`src/rtl/clk_sched_pkg.sv`:
```
// Shared constants for the run-control clock scheduler: command opcodes,
// FSM state encoding and a small state decode helper.
package clk_sched_pkg;

    // Command opcodes presented on cmd_op.
    localparam logic [1:0] OP_RUN    = 2'b00;
    localparam logic [1:0] OP_HALT   = 2'b01;
    localparam logic [1:0] OP_STEP   = 2'b10;
    localparam logic [1:0] OP_SETDIV = 2'b11;

    // Run-control FSM encoding (kept as plain constants for legacy tools).
    localparam logic [1:0] ST_HALTED = 2'd0;
    localparam logic [1:0] ST_RUN    = 2'd1;
    localparam logic [1:0] ST_STEP   = 2'd2;

    typedef logic [1:0] state_t;

    // True while the scheduler is issuing ticks (RUN or STEP).
    function automatic logic is_active(input state_t st);
        return st != ST_HALTED;
    endfunction

endpackage

```
`src/rtl/clk_sched_div.sv`:
```
// Programmable clock divider: owns the period counter, the active and
// pending divide ratios, the tick pulse, the cpu_clk square wave and the
// running tick count. The run-control FSM drives enable/clear.
module clk_sched_div
    import clk_sched_pkg::*;
#(
    parameter int CNT_W       = 32,
    parameter int DEFAULT_DIV = 1
) (
    input  logic             clk,
    input  logic             reset,
    input  logic             enable,     // count this edge (RUN/STEP)
    input  logic             clear,      // restart the period from zero this edge
    input  logic             set_valid,  // new divide ratio accepted this edge
    input  logic [CNT_W-1:0] set_value,
    output logic             wrap,       // this edge ends a period and issues a tick
    output logic             tick,
    output logic             cpu_clk,
    output logic [CNT_W-1:0] tick_cnt
);

    // A ratio of zero is meaningless; it behaves as divide-by-one.
    localparam logic [CNT_W-1:0] DIV_RESET =
        (DEFAULT_DIV < 1) ? CNT_W'(1) : CNT_W'(DEFAULT_DIV);

    logic [CNT_W-1:0] count;
    logic [CNT_W-1:0] div_cur;
    logic [CNT_W-1:0] div_pend;
    logic             pend_valid;
    logic [CNT_W-1:0] count_eff;
    logic [CNT_W-1:0] set_norm;

    // A restart counts the accepting edge as the first cycle of a fresh
    // period, so the first tick lands exactly div cycles after acceptance.
    always_comb begin
        count_eff = clear ? '0 : count;
        set_norm  = (set_value == '0) ? CNT_W'(1) : set_value;
        wrap      = enable && (count_eff == div_cur - CNT_W'(1));
    end

    // Period counter, tick generation and divide-ratio bookkeeping.
    always_ff @(posedge clk or posedge reset) begin
        if (reset) begin
            count      <= '0;
            div_cur    <= DIV_RESET;
            div_pend   <= DIV_RESET;
            pend_valid <= 1'b0;
            tick       <= 1'b0;
            cpu_clk    <= 1'b0;
            tick_cnt   <= '0;
        end else if (enable) begin
            if (wrap) begin
                count    <= '0;
                tick     <= 1'b1;
                cpu_clk  <= ~cpu_clk;
                tick_cnt <= tick_cnt + CNT_W'(1);
                // Ratio changes only take effect on a period boundary.
                if (pend_valid) begin
                    div_cur <= div_pend;
                end
                pend_valid <= 1'b0;
            end else begin
                count <= count_eff + CNT_W'(1);
                tick  <= 1'b0;
            end
            // A later write overrides any value still waiting; one written on
            // a wrap edge waits for the following wrap.
            if (set_valid) begin
                div_pend   <= set_norm;
                pend_valid <= 1'b1;
            end
        end else begin
            // Stopped: no period in flight, so ratios apply immediately.
            count <= '0;
            tick  <= 1'b0;
            if (set_valid) begin
                div_cur <= set_norm;
            end else if (pend_valid) begin
                div_cur <= div_pend;
            end
            pend_valid <= 1'b0;
        end
    end

endmodule

```
`src/rtl/clk_sched.sv`:
```
// Run-control scheduler: decodes RUN/HALT/STEP/SET_DIV commands and the
// forced-halt input, sequences the HALTED/RUN/STEP FSM and step counter,
// and drives the divider that produces tick/cpu_clk/tick_cnt.
module clk_sched
    import clk_sched_pkg::*;
#(
    parameter int CNT_W       = 32,
    parameter int DEFAULT_DIV = 1
) (
    input  logic             clk,
    input  logic             reset,
    input  logic             cmd_valid,
    input  logic [1:0]       cmd_op,
    input  logic [CNT_W-1:0] cmd_arg,
    output logic             cmd_ready,
    input  logic             halt_req,
    output logic             tick,
    output logic             cpu_clk,
    output logic             running,
    output logic             step_done,
    output logic [CNT_W-1:0] tick_cnt,
    output logic [1:0]       state_dbg
);

    // Command handshake: a command transfers on a rising edge where
    // cmd_valid && cmd_ready. cmd_ready depends only on the current state and
    // halt_req (never on cmd_valid); it is low throughout a STEP and whenever
    // a forced halt is requested, and the source must hold the command until
    // it transfers.

    state_t           state;
    state_t           state_next;
    logic [CNT_W-1:0] steps_left;
    logic [CNT_W-1:0] steps_next;
    logic [CNT_W-1:0] steps_eff;
    logic             done_next;

    logic accept;
    logic is_run;
    logic is_halt;
    logic is_set;
    logic step_zero;
    logic step_go;
    logic div_enable;
    logic div_clear;
    logic div_wrap;

    // Handshake and command decode.
    always_comb begin
        cmd_ready = (state != ST_STEP) && !halt_req;
        accept    = cmd_valid && cmd_ready;
        is_run    = accept && (cmd_op == OP_RUN);
        is_halt   = accept && (cmd_op == OP_HALT);
        is_set    = accept && (cmd_op == OP_SETDIV);
        step_zero = accept && (cmd_op == OP_STEP) && (cmd_arg == '0);
        step_go   = accept && (cmd_op == OP_STEP) && (cmd_arg != '0);
    end

    // Divider control: count while running or starting, restart on entry.
    always_comb begin
        div_enable = 1'b0;
        div_clear  = 1'b0;
        if (!halt_req) begin
            case (state)
                ST_HALTED: begin
                    if (is_run || step_go) begin
                        div_enable = 1'b1;
                        div_clear  = 1'b1;
                    end
                end
                ST_RUN: begin
                    if (!(is_halt || step_zero)) begin
                        div_enable = 1'b1;
                        div_clear  = step_go;
                    end
                end
                ST_STEP: begin
                    div_enable = 1'b1;
                end
                default: begin
                    div_enable = 1'b0;
                end
            endcase
        end
    end

    // Next-state, step countdown and step completion.
    always_comb begin
        state_next = state;
        steps_next = steps_left;
        done_next  = 1'b0;
        steps_eff  = step_go ? cmd_arg : steps_left;
        if (halt_req) begin
            state_next = ST_HALTED;
            steps_next = '0;
        end else begin
            case (state)
                ST_HALTED: begin
                    if (is_run) begin
                        state_next = ST_RUN;
                    end else if (step_zero) begin
                        done_next = 1'b1;
                    end else if (step_go) begin
                        state_next = ST_STEP;
                    end
                end
                ST_RUN: begin
                    if (is_halt) begin
                        state_next = ST_HALTED;
                    end else if (step_zero) begin
                        state_next = ST_HALTED;
                        done_next  = 1'b1;
                    end else if (step_go) begin
                        state_next = ST_STEP;
                    end
                end
                ST_STEP: begin
                    state_next = ST_STEP;
                end
                default: begin
                    state_next = ST_HALTED;
                end
            endcase
            // Every tick issued while stepping (including one issued on the
            // accepting edge at divide-by-one) consumes a step.
            if ((state == ST_STEP || step_go) && div_wrap) begin
                if (steps_eff == CNT_W'(1)) begin
                    state_next = ST_HALTED;
                    steps_next = '0;
                    done_next  = 1'b1;
                end else begin
                    state_next = ST_STEP;
                    steps_next = steps_eff - CNT_W'(1);
                end
            end else if (step_go) begin
                steps_next = cmd_arg;
            end
        end
    end

    // FSM, step counter and step_done registers.
    always_ff @(posedge clk or posedge reset) begin
        if (reset) begin
            state      <= ST_HALTED;
            steps_left <= '0;
            step_done  <= 1'b0;
        end else begin
            state      <= state_next;
            steps_left <= steps_next;
            step_done  <= done_next;
        end
    end

    assign running   = is_active(state);
    assign state_dbg = state;

    clk_sched_div #(
        .CNT_W       (CNT_W),
        .DEFAULT_DIV (DEFAULT_DIV)
    ) u_div (
        .clk       (clk),
        .reset     (reset),
        .enable    (div_enable),
        .clear     (div_clear),
        .set_valid (is_set),
        .set_value (cmd_arg),
        .wrap      (div_wrap),
        .tick      (tick),
        .cpu_clk   (cpu_clk),
        .tick_cnt  (tick_cnt)
    );

endmodule

```
`config.mk`:
```
export PLATFORM = sky130hd
export DESIGN_NAME = clk_sched
export DESIGN_NICKNAME = d
export VERILOG_FILES = /design/src/rtl/clk_sched_pkg.sv /design/src/rtl/clk_sched_div.sv /design/src/rtl/clk_sched.sv
export SDC_FILE = /design/constraint.sdc
export NUM_CORES = 1
export LEC_CHECK = 0
export BUFFER_PORTS_ARGS = -buffer_cell sky130_fd_sc_hd__buf_2
export CORE_MARGIN = 2
export CORE_UTILIZATION = 60
export DETAILED_ROUTE_END_ITERATION = 6
export HOLD_SLACK_MARGIN = 0.02
export PLACE_DENSITY = 0.77
export SLEW_MARGIN = 20
export SYNTH_ARGS = -nofsm -noshare
export SYNTH_HDL_FRONTEND = slang
export SYNTH_SLANG_ARGS = --single-unit
export TNS_END_PERCENT = 30
```
`constraint.sdc`:
```
create_clock -name clk -period 14.4 [get_ports clk]
set_clock_uncertainty 0.2 [all_clocks]
set_input_delay 2.16 -clock clk [delete_from_list [all_inputs] [get_ports clk]]
set_output_delay 2.16 -clock clk [all_outputs]
set_load 0.005 [all_outputs]
```
; After elaboration in Yosys (flattened, before gate mapping)
; Index checks and enable logic that the tools add are counted.
; Widths: inputs -> output; s select.
[word_totals]
register_bits = 166
mem_bits_rw = 0
input_bits = 38
rom_bits = 0
latch_bits = 0
mem_count = 0
[classes]
addsub = 4
multipliers = 0
reduce_logical = 21
div = 0
n_mux = 40
shift = 0
bitwise_logic = 1
n_eq_ne = 11
n_lt_le_gt_ge = 0
[op_table]
columns = operator, n
row1 = $mux 32, 12
row2 = $add 32x1->32 const B, 2
row3 = $sub 32x1->32 const B, 2
row4 = $eq 32x1->1 const B, 1
row5 = $eq 32x32->1, 1
row6 = $logic_not 32->1, 1
row7 = $reduce_bool 32->1, 1
row8 = $mux 1, 16
row9 = $mux 2, 8
row10 = $logic_and 1x1->1, 10
row11 = $eq 2x2->1 const B, 3
row12 = $pmux 2 s3, 1
row13 = $ne 5x5->1 const B, 1
row14 = $eq 2x1->1 const B, 2
row15 = $logic_not 2->1, 2
row16 = $ne 2x2->1 const B, 2
row17 = $pmux 1 s2, 2
row18 = $reduce_and 2->1, 2
row19 = $logic_or 1x1->1, 3
row20 = $ne 3x3->1 const B, 1
row21 = $pmux 1 s3, 1
row22 = $reduce_bool 2->1, 1
row23 = $logic_not 1->1, 1
row24 = $not 1->1, 1

; Longest topological paths before layout
[depth]
ltp_word = 15
depth_mapped = 17
depth_no_buf = 13

; Hierarchy
; A second synthesis with hierarchy kept.
[hier_totals]
hier_cells = 1166
area_unflattened_um2 = 10925.5
[by_module_without_submodules]
columns = module, cells_each, seq_area_each_um2, area_per_inst_um2, instances
row1 = clk_sched_div, 793, 3280.6, 7707.4, 1
row2 = clk_sched, 373, 875.8, 3218.1, 1

; Worst setup path before layout
; OpenSTA, ideal clock, no wires.
[synth_timing]
path_kind = input-to-reg
startpoint = in cmd_arg[19]
endpoint = reg steps_left[12]
path_buffers = 2
required_ns = 14.079
arrival_time_ns = 5.679
setup_time_ns = 0.121
slack_ns = 8.399
path_stages = 12
cell_sequence = or3_1 > or4_4 > or4_1 > nand2_1 > mux2_2 > nor3_4 > nand2_1 > or4_1 > buf_2 > o31ai_4 > buf_2 > nor2_1
[synth_between]
elab_chain_len = 12
elab_cells_between_ends = 24
classes_between = add/sub: 1 / eq/ne: 2 / mux: 12 / reduce/logical: 9
[synth_lines]
columns = element, line_no
row1 = start: declaration, clk_sched.sv:14  ; input logic [CNT_W-1:0] cmd_arg,
row2 = branches (longest 10 deep; another with $sub 32x1->32), n/a
row3 = $mux 32 (*), clk_sched.sv:126  ; if ((state == ST_STEP || step_go) && div_wrap) begin
row4 = $mux 32 (*), clk_sched.sv:93  ; if (halt_req) begin
row5 = named net steps_next[12], clk_sched.sv:34  ; logic [CNT_W-1:0] steps_next;
row6 = end signal: assignment, clk_sched.sv:149  ; steps_left <= steps_next;
row7 = end: declaration, clk_sched.sv:33  ; logic [CNT_W-1:0] steps_left;
; Mark *: on every way through the listed nets, which the timed path passes.
; A chain may end at the register's enable or synchronous reset.

; Worst setup path after layout
[layout_timing]
startpoint = in cmd_arg[25]
endpoint = reg steps_left[30]
; The elaborated chain is that of the path after synthesis.

==> flow_metrics.py <==
metrics = {
    "setup_path": {
        "critical_path.reg2reg.startpoint": "u_div.div_cur[9]",
        "worst-setup-path-type": "in -> reg",
        "critPathCaptureType": "flip-flop",
        "timing.critical_path.arrival_ns": 7.05,
        "worst-endpoint-required_ns": 14.49,
        "timing.critical_path.from": "cmd_arg[25]",
        "critPathLaunchType": "primary input",
        "crit_path_max_fanout": 25,
    },
    "power": {
        "total_switching_power_w": 0.0003971,
        "power.combinational.fraction_pct": 18.0,
        "leakagePower_nw": 5.157,
        "power_density_relative_to_cell_area_nw_per_um2": 110.9,
        "finalPower_w": 0.001257,
        "power_frac_seq_pct": 45.8,
        "power.share.clock_pct": 36.1,
        "swShare_pct": 31.59,
        "worst_ir_drop_vdd_mv": 0.09314,
        "cellInternalPower_w": 0.0008601,
    },
    "cells_and_area": {
        "final_design_area_no_fill_sq_um": 11330,
        "final_core_util_pct": 67.85,
        "post_layout_nonfiller_instances": 1408,
        "final_nets": 1218,
        "antenna_cell_count": 0,
        "area_growth_pct": 9.942,
        "layout-drive-gt1-share_pct": 15.99,
    },
    "drt": {
        "detail_route.iter0.violations": 787,
        "route.final.wire_length_mm": 26.62,
        "detailroute.via_count": 8770,
        "postRouteAntennaNets": 0,
        "first_pass_iters": 7,
        "route.detailed.drc": 0,
        "wl_per_cell_microns": 18.90,
        "via_per_inst": 6.229,
    },
    "hold_path": {
        "hold_path_startpoint": "u_div.tick_cnt[31]",
        "min-delay-path-class": "reg -> reg",
    },
    "synthesis": {
        "yosys_most_used_dff": "sky130_fd_sc_hd__dfrtp_1",
        "syn_inst": 1132,
        "sequential_share_of_the_synthesized_area_pct": 40.33,
        "post_synth_num_cell_types": 86,
        "postSynthNetCount": 1175,
        "ys_warn_count": 0,
        "async_set_or_reset_register_ratio_after_synthesis_pct": 100.0,
        "synth_seq_cells": 166,
        "mappedNetlistArea_sq_um": 10310,
        "synth_enable_flop_cells": 0,
        "syn_area_per_cell_sq_um": 9.105,
    },
    "clock_tree": {
        "cts_h_tree_lvls": 4,
        "cts_tree": "done",
        "clk_latency_ns": 0.43,
        "post_cts_sizing": 0,
        "cts_root_buffer": "sky130_fd_sc_hd__clkbuf_16",
        "post_cts.repair.setup_buffers": 0,
        "cts_inserted_buffers": 17,
        "cts.path.max_buffers": 2,
        "post_cts_hold_buffer_count": 0,
        "clk_transition_reported_paths_ns": 0.07,
        "clkSinkCount": 166,
    },
    "sta": {
        "grt_setup_unrepaired": "false",
        "timing.final.setup_violations": 0,
        "achievable-frequency_mhz": 143.6,
        "finalWorstPathRequiredPeriod_ns": 6.964,
        "max_slew_margin_vs_limit_pct": 36.15,
        "final.setup.tns_ns": 0,
        "tightest_slew_ns": 0.9551,
        "post-route-period-util_pct": 48.36,
        "final_hold_viol_count": 0,
        "number_of_max_slew_violations_in_the_final_report": 0,
    },
    "outcome": {
        "status": "complete, no violations",
    },
    "die": {
        "die_area_sq_um": 18240,
        "die_w_microns": 135.1,
        "top_level_ports": 77,
        "rows": 47,
        "initial_core_util_pct": 61.72,
        "dieHeight_microns": 135.1,
        "core_sq_um": 16700,
    },
    "placement": {
        "globalplace.congestion": 0.9341,
        "placedCellCount": 1376,
        "dp_hpwl_mm": 18.67,
        "port-buffer-count": 76,
        "detailed_place.area_sq_um": 10750,
    },
    "global_routing": {
        "global_route.usage.total_pct": 30.08,
        "antenna_violations_before_repair": 0,
        "grt_max_degree": 101,
        "grt_pass1_wl_mm": 43.41,
        "number_of_global_route_vias_before_repair": 8378,
        "grt_overflow_total": 0,
    },
    "run": {
        "timing.max_cap.violations": 0,
    },
}
==> registers in the layout, indices dropped and copies added, names as in the netlist <==
register	count
state_dbg	2
step_done	1
steps_left	32
u_div.count	32
u_div.cpu_clk	1
u_div.div_cur	32
u_div.div_pend	32
u_div.pend_valid	1
u_div.tick	1
u_div.tick_cnt	32
==> critical path, stage by stage <==
cell                      delay (ns)
sky130_fd_sc_hd__buf_2          0.13
sky130_fd_sc_hd__nor3_1         0.46
sky130_fd_sc_hd__nand4_1        0.31
sky130_fd_sc_hd__or4_1          0.60
sky130_fd_sc_hd__nand2_2        0.44
sky130_fd_sc_hd__buf_4          0.44
sky130_fd_sc_hd__mux2_2         0.43
sky130_fd_sc_hd__nor3_4         0.29
sky130_fd_sc_hd__nand2_1        0.20
sky130_fd_sc_hd__or4_1          0.81
sky130_fd_sc_hd__o31ai_4        0.63
sky130_fd_sc_hd__nor2_1         0.13
==> through the flow <==
stage,setup slack [ns],hold slack (ns)
global route,7.158,0.2882
detailed placement,7.052,0.2614
floorplan,7.553,0.2608
global placement,7.194,0.2588
CTS,7.482,0.2742
finish,7.436,0.2692
==> routing by layer <==
metal	track usage, %	up-vias	share of wire, %
met4	10.53	0	2.4
met5	0	-	0
met3	6.156	59	6.1
met2	46.45	341	47
met1	42.40	4228	45
li1	-	4142	-
==> power by group through the flow <==
stage | Clock, W | Combinational, W | Sequential (W)
CTS | 0.000460 | 0.000225 | 0.000574
finish | 0.000454 | 0.000226 | 0.000576
global route | 0.000478 | 0.000250 | 0.000582
floorplan | 0 | 0.000195 | 0.000548
global placement | 0 | 0.000217 | 0.000579
detailed placement | 0 | 0.000222 | 0.000582
==> cell usage in the layout, fill, tap and decap left out, drive strengths merged, types with 20 or more instances in the layout <==
| master | netlist | routed |
|---|---|---|
| a21oi | 49 | 49 |
| buf | 25 | 86 |
| clkbuf | 37 | 20 |
| dfrtp | 164 | 164 |
| inv | 23 | 30 |
| mux2 | 40 | 40 |
| mux2i | 29 | 29 |
| nand2 | 106 | 106 |
| nand3 | 55 | 55 |
| nand4 | 34 | 34 |
| nor2 | 162 | 162 |
| nor3 | 33 | 33 |
| nor4 | 26 | 26 |
| o22ai | 33 | 33 |
| xnor2 | 55 | 55 |
| xor2 | 55 | 55 |
==> synthesized netlist by cell type, types with 8 or more instances <==
library cell                 n  area [sq um]
sky130_fd_sc_hd__o211ai_1   11         82.58
sky130_fd_sc_hd__buf_2      15         75.07
sky130_fd_sc_hd__o22ai_1    33         206.5
sky130_fd_sc_hd__o21ai_0    18         90.09
sky130_fd_sc_hd__nand3_1    54         270.3
sky130_fd_sc_hd__and3_1     17         106.4
sky130_fd_sc_hd__mux2_2     37         416.7
sky130_fd_sc_hd__dfrtp_1   164          4104
sky130_fd_sc_hd__xnor2_1    55         481.7
sky130_fd_sc_hd__xor2_1     55         481.7
sky130_fd_sc_hd__or4_1       8         60.06
sky130_fd_sc_hd__nor4_1     18         112.6
sky130_fd_sc_hd__nand4_1    33         206.5
sky130_fd_sc_hd__inv_1      23         86.33
sky130_fd_sc_hd__a21oi_1    49         245.2
sky130_fd_sc_hd__clkbuf_1   35         131.4
sky130_fd_sc_hd__nand2_1   104         390.4
sky130_fd_sc_hd__nor2b_1     8         50.05
sky130_fd_sc_hd__nor2_1    162         608.1
sky130_fd_sc_hd__mux2i_1    29         290.3
sky130_fd_sc_hd__nor3_1     30         150.1
sky130_fd_sc_hd__or3_1      18         112.6
==> cell families after synthesis <==
kind of cell | synth area share [%]
AND/OR/NAND/NOR | 25.89
buffers and inverters | 3.775
flip-flops | 40.33
XOR/XNOR | 10.25
AO/OA/AOI/OAI | 11.93
adder cells (fa/ha/maj) | 0.6069
multiplexers | 7.223
==> area by class of cell <==
type | instances | area (sq um)
well taps | 220 | 275.3
inverters | 23 | 91.34
clock inverters | 12 | 133.9
repair buffers | 86 | 455.4
multi-input cells | 881 | 5773
clock buffers | 20 | 446.7
flip-flops and latches | 166 | 4156
fillers | 1342 | 5369
==> final timing paths <==
| check | end | slack [ns] | cells past startpoint |
|---|---|---|---|
| setup / recovery | steps_left[30] | 7.44 | 12 |
| hold / removal | u_div.tick_cnt[31] | 0.27 | 1 |
| setup reg to reg | u_div.div_cur[8] | 9.20 | 11 |
| hold reg to reg | u_div.tick_cnt[31] | 0.27 | 1 |
| max in group asynchronous | steps_left[30] | 10.90 | 3 |
| min in group asynchronous | u_div.count[3] | 1.74 | 2 |
Note: power is estimated with default switching activity, not from simulation.
